File: src/rtl/uart_receiver.sv
// uart_receiver
//   8N1 UART receive path. The asynchronous rx line is synchronised, then
//   sampled at mid-bit using a 16x oversampling tick whose phase is aligned
//   to the detected start edge. Good bytes are presented with a one-cycle
//   valid strobe; a low stop bit produces a one-cycle frame_err strobe.
//
// Ports
//   clk        in   system clock, rising edge
//   rst        in   asynchronous active-low reset
//   rx         in   serial line, asynchronous, idles high
//   data_out   out  [7:0] last correctly received byte
//   valid      out  one-cycle pulse when data_out updates
//   frame_err  out  one-cycle pulse when the stop bit is sampled low
//   busy       out  high whenever the receiver is not idle
//
// state     | meaning
// ----------+--------------------------------------------------------------
// IDLE      | waiting for rx_s low; divider held at 0
// START     | counting to mid start bit; high there means glitch, drop it
// DATA      | sampling 8 data bits, LSB first, every 16th tick
// STOP      | sampling the stop bit; strobe valid or frame_err
// WAIT_HIGH | after a framing error, wait for the line to return high

module uart_receiver #(
  parameter int clk_freq = 1_000_000,
  parameter int baud     = 9600,
  parameter int os_rate  = 16
) (
  input  logic       clk,
  input  logic       rst,
  input  logic       rx,
  output logic [7:0] data_out,
  output logic       valid,
  output logic       frame_err,
  output logic       busy
);

  localparam int DIV   = clk_freq / (baud * os_rate);
  localparam int DIV_W = (DIV > 1) ? $clog2(DIV) : 1;
  localparam logic [DIV_W-1:0] DIV_MAX   = DIV_W'(DIV - 1);
  localparam logic [3:0]       HALF_TICK = 4'(os_rate / 2 - 1);
  localparam logic [3:0]       LAST_TICK = 4'(os_rate - 1);

  typedef enum logic [2:0] {
    IDLE      = 3'd0,
    START     = 3'd1,
    DATA      = 3'd2,
    STOP      = 3'd3,
    WAIT_HIGH = 3'd4
  } state_t;

  state_t             r_state;
  state_t             w_state_nxt;
  logic [1:0]         r_rst_sync;
  logic               w_rst_n;
  logic               r_rx_meta;
  logic               r_rx_s;
  logic [DIV_W-1:0]   r_div_cnt;
  logic               w_os_tick;
  logic [3:0]         r_tick_cnt;
  logic [2:0]         r_bit_cnt;
  logic [7:0]         r_shift;
  logic [7:0]         r_data_out;
  logic               r_valid;
  logic               r_frame_err;

  logic               w_tick_clr;
  logic               w_tick_inc;
  logic               w_bit_clr;
  logic               w_bit_inc;
  logic               w_shift_en;
  logic               w_load;
  logic               w_ferr;

  // Reset asserts immediately but is released two clocks later, so every
  // flop below leaves reset on the same edge.
  always_ff @(posedge clk or negedge rst) begin
    if (!rst) r_rst_sync <= 2'b00;
    else      r_rst_sync <= {r_rst_sync[0], 1'b1};
  end

  assign w_rst_n = r_rst_sync[1];

  always_ff @(posedge clk or negedge w_rst_n) begin
    if (!w_rst_n) begin
      r_rx_meta <= 1'b1;
      r_rx_s    <= 1'b1;
    end else begin
      r_rx_meta <= rx;
      r_rx_s    <= r_rx_meta;
    end
  end

  // Held at 0 in IDLE so the first tick lands DIV cycles after the start edge.
  assign w_os_tick = (r_state != IDLE) && (r_div_cnt == DIV_MAX);

  always_ff @(posedge clk or negedge w_rst_n) begin
    if (!w_rst_n)                          r_div_cnt <= '0;
    else if (r_state == IDLE || w_os_tick) r_div_cnt <= '0;
    else                                   r_div_cnt <= r_div_cnt + 1'b1;
  end

  always_ff @(posedge clk or negedge w_rst_n) begin
    if (!w_rst_n) r_state <= IDLE;
    else          r_state <= w_state_nxt;
  end

  always_comb begin
    w_state_nxt = r_state;
    w_tick_clr  = 1'b0;
    w_tick_inc  = 1'b0;
    w_bit_clr   = 1'b0;
    w_bit_inc   = 1'b0;
    w_shift_en  = 1'b0;
    w_load      = 1'b0;
    w_ferr      = 1'b0;
    case (r_state)
      IDLE: begin
        if (!r_rx_s) begin
          w_state_nxt = START;
          w_tick_clr  = 1'b1;
          w_bit_clr   = 1'b1;
        end
      end
      START: begin
        if (w_os_tick) begin
          if (r_tick_cnt == HALF_TICK) begin
            w_tick_clr  = 1'b1;
            w_state_nxt = r_rx_s ? IDLE : DATA;
          end else begin
            w_tick_inc = 1'b1;
          end
        end
      end
      DATA: begin
        if (w_os_tick) begin
          if (r_tick_cnt == LAST_TICK) begin
            w_tick_clr = 1'b1;
            w_shift_en = 1'b1;
            w_bit_inc  = 1'b1;
            if (r_bit_cnt == 3'd7) w_state_nxt = STOP;
          end else begin
            w_tick_inc = 1'b1;
          end
        end
      end
      STOP: begin
        if (w_os_tick) begin
          if (r_tick_cnt == LAST_TICK) begin
            w_tick_clr = 1'b1;
            if (r_rx_s) begin
              w_load      = 1'b1;
              w_state_nxt = IDLE;
            end else begin
              w_ferr      = 1'b1;
              w_state_nxt = WAIT_HIGH;
            end
          end else begin
            w_tick_inc = 1'b1;
          end
        end
      end
      WAIT_HIGH: begin
        if (r_rx_s) w_state_nxt = IDLE;
      end
      default: w_state_nxt = IDLE;
    endcase
  end

  always_ff @(posedge clk or negedge w_rst_n) begin
    if (!w_rst_n) begin
      r_tick_cnt  <= 4'd0;
      r_bit_cnt   <= 3'd0;
      r_shift     <= 8'h00;
      r_data_out  <= 8'h00;
      r_valid     <= 1'b0;
      r_frame_err <= 1'b0;
    end else begin
      if (w_tick_clr)      r_tick_cnt <= 4'd0;
      else if (w_tick_inc) r_tick_cnt <= r_tick_cnt + 4'd1;

      if (w_bit_clr)      r_bit_cnt <= 3'd0;
      else if (w_bit_inc) r_bit_cnt <= r_bit_cnt + 3'd1;

      // LSB arrives first, so shifting right leaves bit 0 in place after 8 bits.
      if (w_shift_en) r_shift <= {r_rx_s, r_shift[7:1]};

      if (w_load) r_data_out <= r_shift;

      r_valid     <= w_load;
      r_frame_err <= w_ferr;
    end
  end

  assign data_out  = r_data_out;
  assign valid     = r_valid;
  assign frame_err = r_frame_err;
  assign busy      = (r_state != IDLE);

endmodule

File: config.mk
export PLATFORM = sky130hd
export DESIGN_NAME = uart_receiver
export DESIGN_NICKNAME = d
export VERILOG_FILES = /design/src/rtl/uart_receiver.sv
export SDC_FILE = /design/constraint.sdc
export NUM_CORES = 1
export LEC_CHECK = 0
export ABC_AREA = 1
export CORE_ASPECT_RATIO = 0.75
export CORE_MARGIN = 1.5
export CORE_UTILIZATION = 50
export DETAILED_ROUTE_END_ITERATION = 10
export PLACE_DENSITY = 0.8
export SLEW_MARGIN = 20
export SYNTH_ARGS = -nofsm -noshare
export SYNTH_HDL_FRONTEND = slang
export SYNTH_SLANG_ARGS = --single-unit
File: constraint.sdc
create_clock -name clk -period 2 [get_ports clk]
set_input_delay 0.4 -clock clk [delete_from_list [all_inputs] [get_ports clk]]
set_output_delay 0.4 -clock clk [all_outputs]
set_load 0.1 [all_outputs]
==> impl_summary.log <==
INFO  metric via_count = 1,199
INFO  metric highest_net_fanout_along_the_worst_path = 6
INFO  metric yosys_warnings = 0
INFO  metric grt_max_degree = 22
INFO  metric total_switching_power = 688 uW
INFO  metric p_int = 1180 uW
INFO  metric place_congestion = 0.829
INFO  metric switching_power_share_of_the_total = 36.9%
INFO  metric drt_iter0_markers = 61
INFO  metric yosys_register_bits = 35
INFO  metric synth.cell_area = 1640 um2
INFO  metric wire_length_of_the_first_global_routing_pass = 4910 um
INFO  metric tritoncts_num_sinks = 35
INFO  metric detail_route.first_pass.iterations = 5
INFO  metric antenna_found_initial = 0
INFO  metric mappedNetlistNets = 189
INFO  metric setup.worst_path.class = reg -> out
INFO  metric cpPeakStageDelay = 460 ps
INFO  metric timing.clock.skew = 1.58 ps
INFO  metric htree_num_levels = 2
INFO  metric r2r-start = r_div_cnt[0]$_DFF_PN0_
INFO  metric run_status = finished clean
INFO  metric final.fill_count = 244
INFO  metric grt_overflow = 0
INFO  metric route.detailed.wl_per_inst = 12.3 um
INFO  metric grt_pass1_vias = 1,150
INFO  metric crit_path_cell_trace = nor2_4 > nand2_4 > buf_12
INFO  metric maxSlewHeadroom = 66.3%
INFO  metric design.core.area = 3040 um2
INFO  metric finalSetupViolations = 0
INFO  metric n_antenna_cell = 0
INFO  metric final-hold-violation-count = 0
INFO  metric path_clk_slew = 70 ps
INFO  metric route.detailed.vias_per_inst = 5.04
INFO  metric ff2ff_path_depth = 8
INFO  metric final_layout_size_suffix_gt1_share = 19.0%
INFO  metric area_growth = 13.7%
INFO  metric die_height = 52.6 um
INFO  metric initial_core_util = 53.9%
INFO  metric boundaryPins = 14
INFO  metric post_cts_buffers = 0
INFO  metric setup_total_negative_slack = 0 ps
INFO  metric die_area = 3640 um2
INFO  metric placementRows = 17
INFO  metric report.final.slew_viol_count = 0
INFO  metric totalWireLength = 2920 um
INFO  metric cts_hold_repair.buffers = 0
INFO  metric worst-slew-pin-transition = 506 ps
INFO  metric cts-root-buf = clkbuf_8
INFO  metric setup_repair_after_global_routing_missed_its_margin = no
INFO  metric ctsLongestPathBuffers = 2
INFO  metric power_leakage = 0.000976 uW
INFO  metric critical-path-slowest-cell = dfrtp_1
INFO  metric overall_fraction_of_global_route_tracks_in_use = 18.1%
INFO  metric worst_ep_arrival_time = 1250 ps
INFO  metric number_of_nets_in_the_finished_design = 207
INFO  metric vdd.ir_drop.worst = 0.000472 V
INFO  metric synth_seq_area_share = 53.5%
INFO  metric clock_share_of_power = 26.6%
INFO  metric crit_path_start_kind = flip-flop
INFO  metric pwr-share-comb = 29.2%
INFO  metric drc = 0
INFO  metric insertion_delay = 290 ps
INFO  metric io_buffer_count = 13
INFO  metric tritoncts_clock_tree = done
INFO  metric power_density = 1000 nW/um2
INFO  metric endpoint_type_of_the_worst_setup_path = output pin
INFO  metric place_worst_setup_slack = 399 ps
INFO  metric max_cap_viols = 0
INFO  metric share_seq_of_total_power = 44.1%
INFO  metric synthesis.instances = 181
INFO  metric required = 1600 ps
INFO  metric layout_setup_ws = 347 ps
INFO  metric hpwl_dp = 2150 um
INFO  metric post_cts_sizing = 0
INFO  metric period_share = 82.6%
INFO  metric yosysUniqueCellTypes = 24
INFO  metric clock.fmax = 605 MHz
INFO  metric final_antenna_violating_net_count = 0
INFO  metric die_width = 69.1 um
INFO  metric hold_wc_path_type = reg -> async
INFO  metric post_synth.cell_area_avg = 9.06 um2
INFO  metric finalWorstPathRequiredPeriod = 1650 ps
INFO  metric post-route-util = 61.3%
INFO  metric crit_path_start = r_state[0]$_DFFE_PN0P_
INFO  metric cts_made_buffers = 5
-- state kept, by name, indices dropped and copies added, names as in the netlist --
name	cells
r_bit_cnt	3
r_rst_sync	2
r_div_cnt	3
data_out	8
r_rx_meta	1
frame_err	1
r_shift	8
r_tick_cnt	4
r_rx_s	1
valid	1
r_state	3
-- per-stage QoR --
stage	area [um2]	hold WS, ps	total power, uW	instances
6_report	1860	209	1870	238
5_1_grt	1860	256	1960	238
4_1_cts	1860	223	1880	238
3_5_place_dp	1780	211	1380	230
3_3_place_gp	1780	208	1340	230
2_1_floorplan	1640	104	1220	181
-- Yosys cell counts --
master | count | area (um2)
a21oi_1 | 4 | 20.0
buf_2 | 1 | 5.00
buf_6 | 2 | 22.5
conb_1 | 1 | 3.75
dfrtp_1 | 33 | 826
dfstp_2 | 2 | 52.6
ha_1 | 5 | 62.6
inv_1 | 24 | 90.1
inv_2 | 2 | 7.51
nand2_1 | 44 | 165
nand2_2 | 3 | 18.8
nand2_4 | 2 | 22.5
nand3_1 | 15 | 75.1
nand3_4 | 1 | 17.5
nand3b_1 | 1 | 7.51
nand4_1 | 1 | 6.26
nor2_1 | 15 | 56.3
nor2_2 | 1 | 6.26
nor2_4 | 1 | 11.3
nor2_8 | 1 | 20.0
o21ai_0 | 13 | 65.1
o21ai_2 | 7 | 61.3
xnor2_1 | 1 | 8.76
xor2_1 | 1 | 8.76
-- final cells by class --
type                       count  area, um2  share of cell area (%)
sequential                    35        878                    47.1
clock buffer                   7       76.3                    4.09
timing repair buffer          14        123                    6.58
tap                           38       47.5                    2.55
clock inverter                 1       5.00                   0.268
multi-input combinational    117        637                    34.2
inverter                      26       97.6                    5.23
-- critical path: cells and delay by family (launching register included) --
| kind | cells | cell delay (ps) |
|---|---|---|
| buffers and inverters | 1 | 180 |
| flip-flops | 1 | 460 |
| AND/OR/NAND/NOR | 2 | 310 |
-- worst paths after layout --
kind	endpoint	slack, ps
worst max register to register	r_bit_cnt[0]$_DFFE_PN0P_	390
max in group asynchronous	data_out[4]$_DFFE_PN0P_	1130
worst min-delay path	r_div_cnt[0]$_DFF_PN0_	210
min in group clk	r_rst_sync[1]$_DFF_PN0_	350
worst min register to register	r_div_cnt[0]$_DFF_PN0_	210
worst max-delay path	busy	350
-- layer usage --
layer	wire length, um	GRT usage (%)
met5	0	0
met4	85	11.8
met3	179	5.77
met2	1270	27.2
met1	1390	22.8
-- kinds of logic after synthesis --
family | share of synthesized area [%]
simple gates | 24.8
other cells | 0.229
fa+ha+maj | 3.81
flops | 53.5
buf+inv | 7.63
compound gates | 8.92
xor+xnor | 1.07
-- cells in the final DEF, fill, tap and decap left out, types with 3 or more instances in the layout --
cell type  count
ha_1           5
o21ai_0       13
buf_4         11
o21ai_2        7
inv_1         24
dfrtp_1       33
a21oi_1        4
nand3_1       15
clkbuf_8       5
nand2_1       44
nor2_1        15
nand2_2        3
-- power by group through the flow --
stage / combinational [uW] / clock, uW / sequential (uW)
after global routing: 597 / 529 / 830
after detailed placement: 543 / 0 / 835
after floorplan: 397 / 0 / 827
final: 546 / 497 / 823
after global placement: 512 / 0 / 830
after CTS: 546 / 507 / 822
Power figures use the tool's default switching activity.
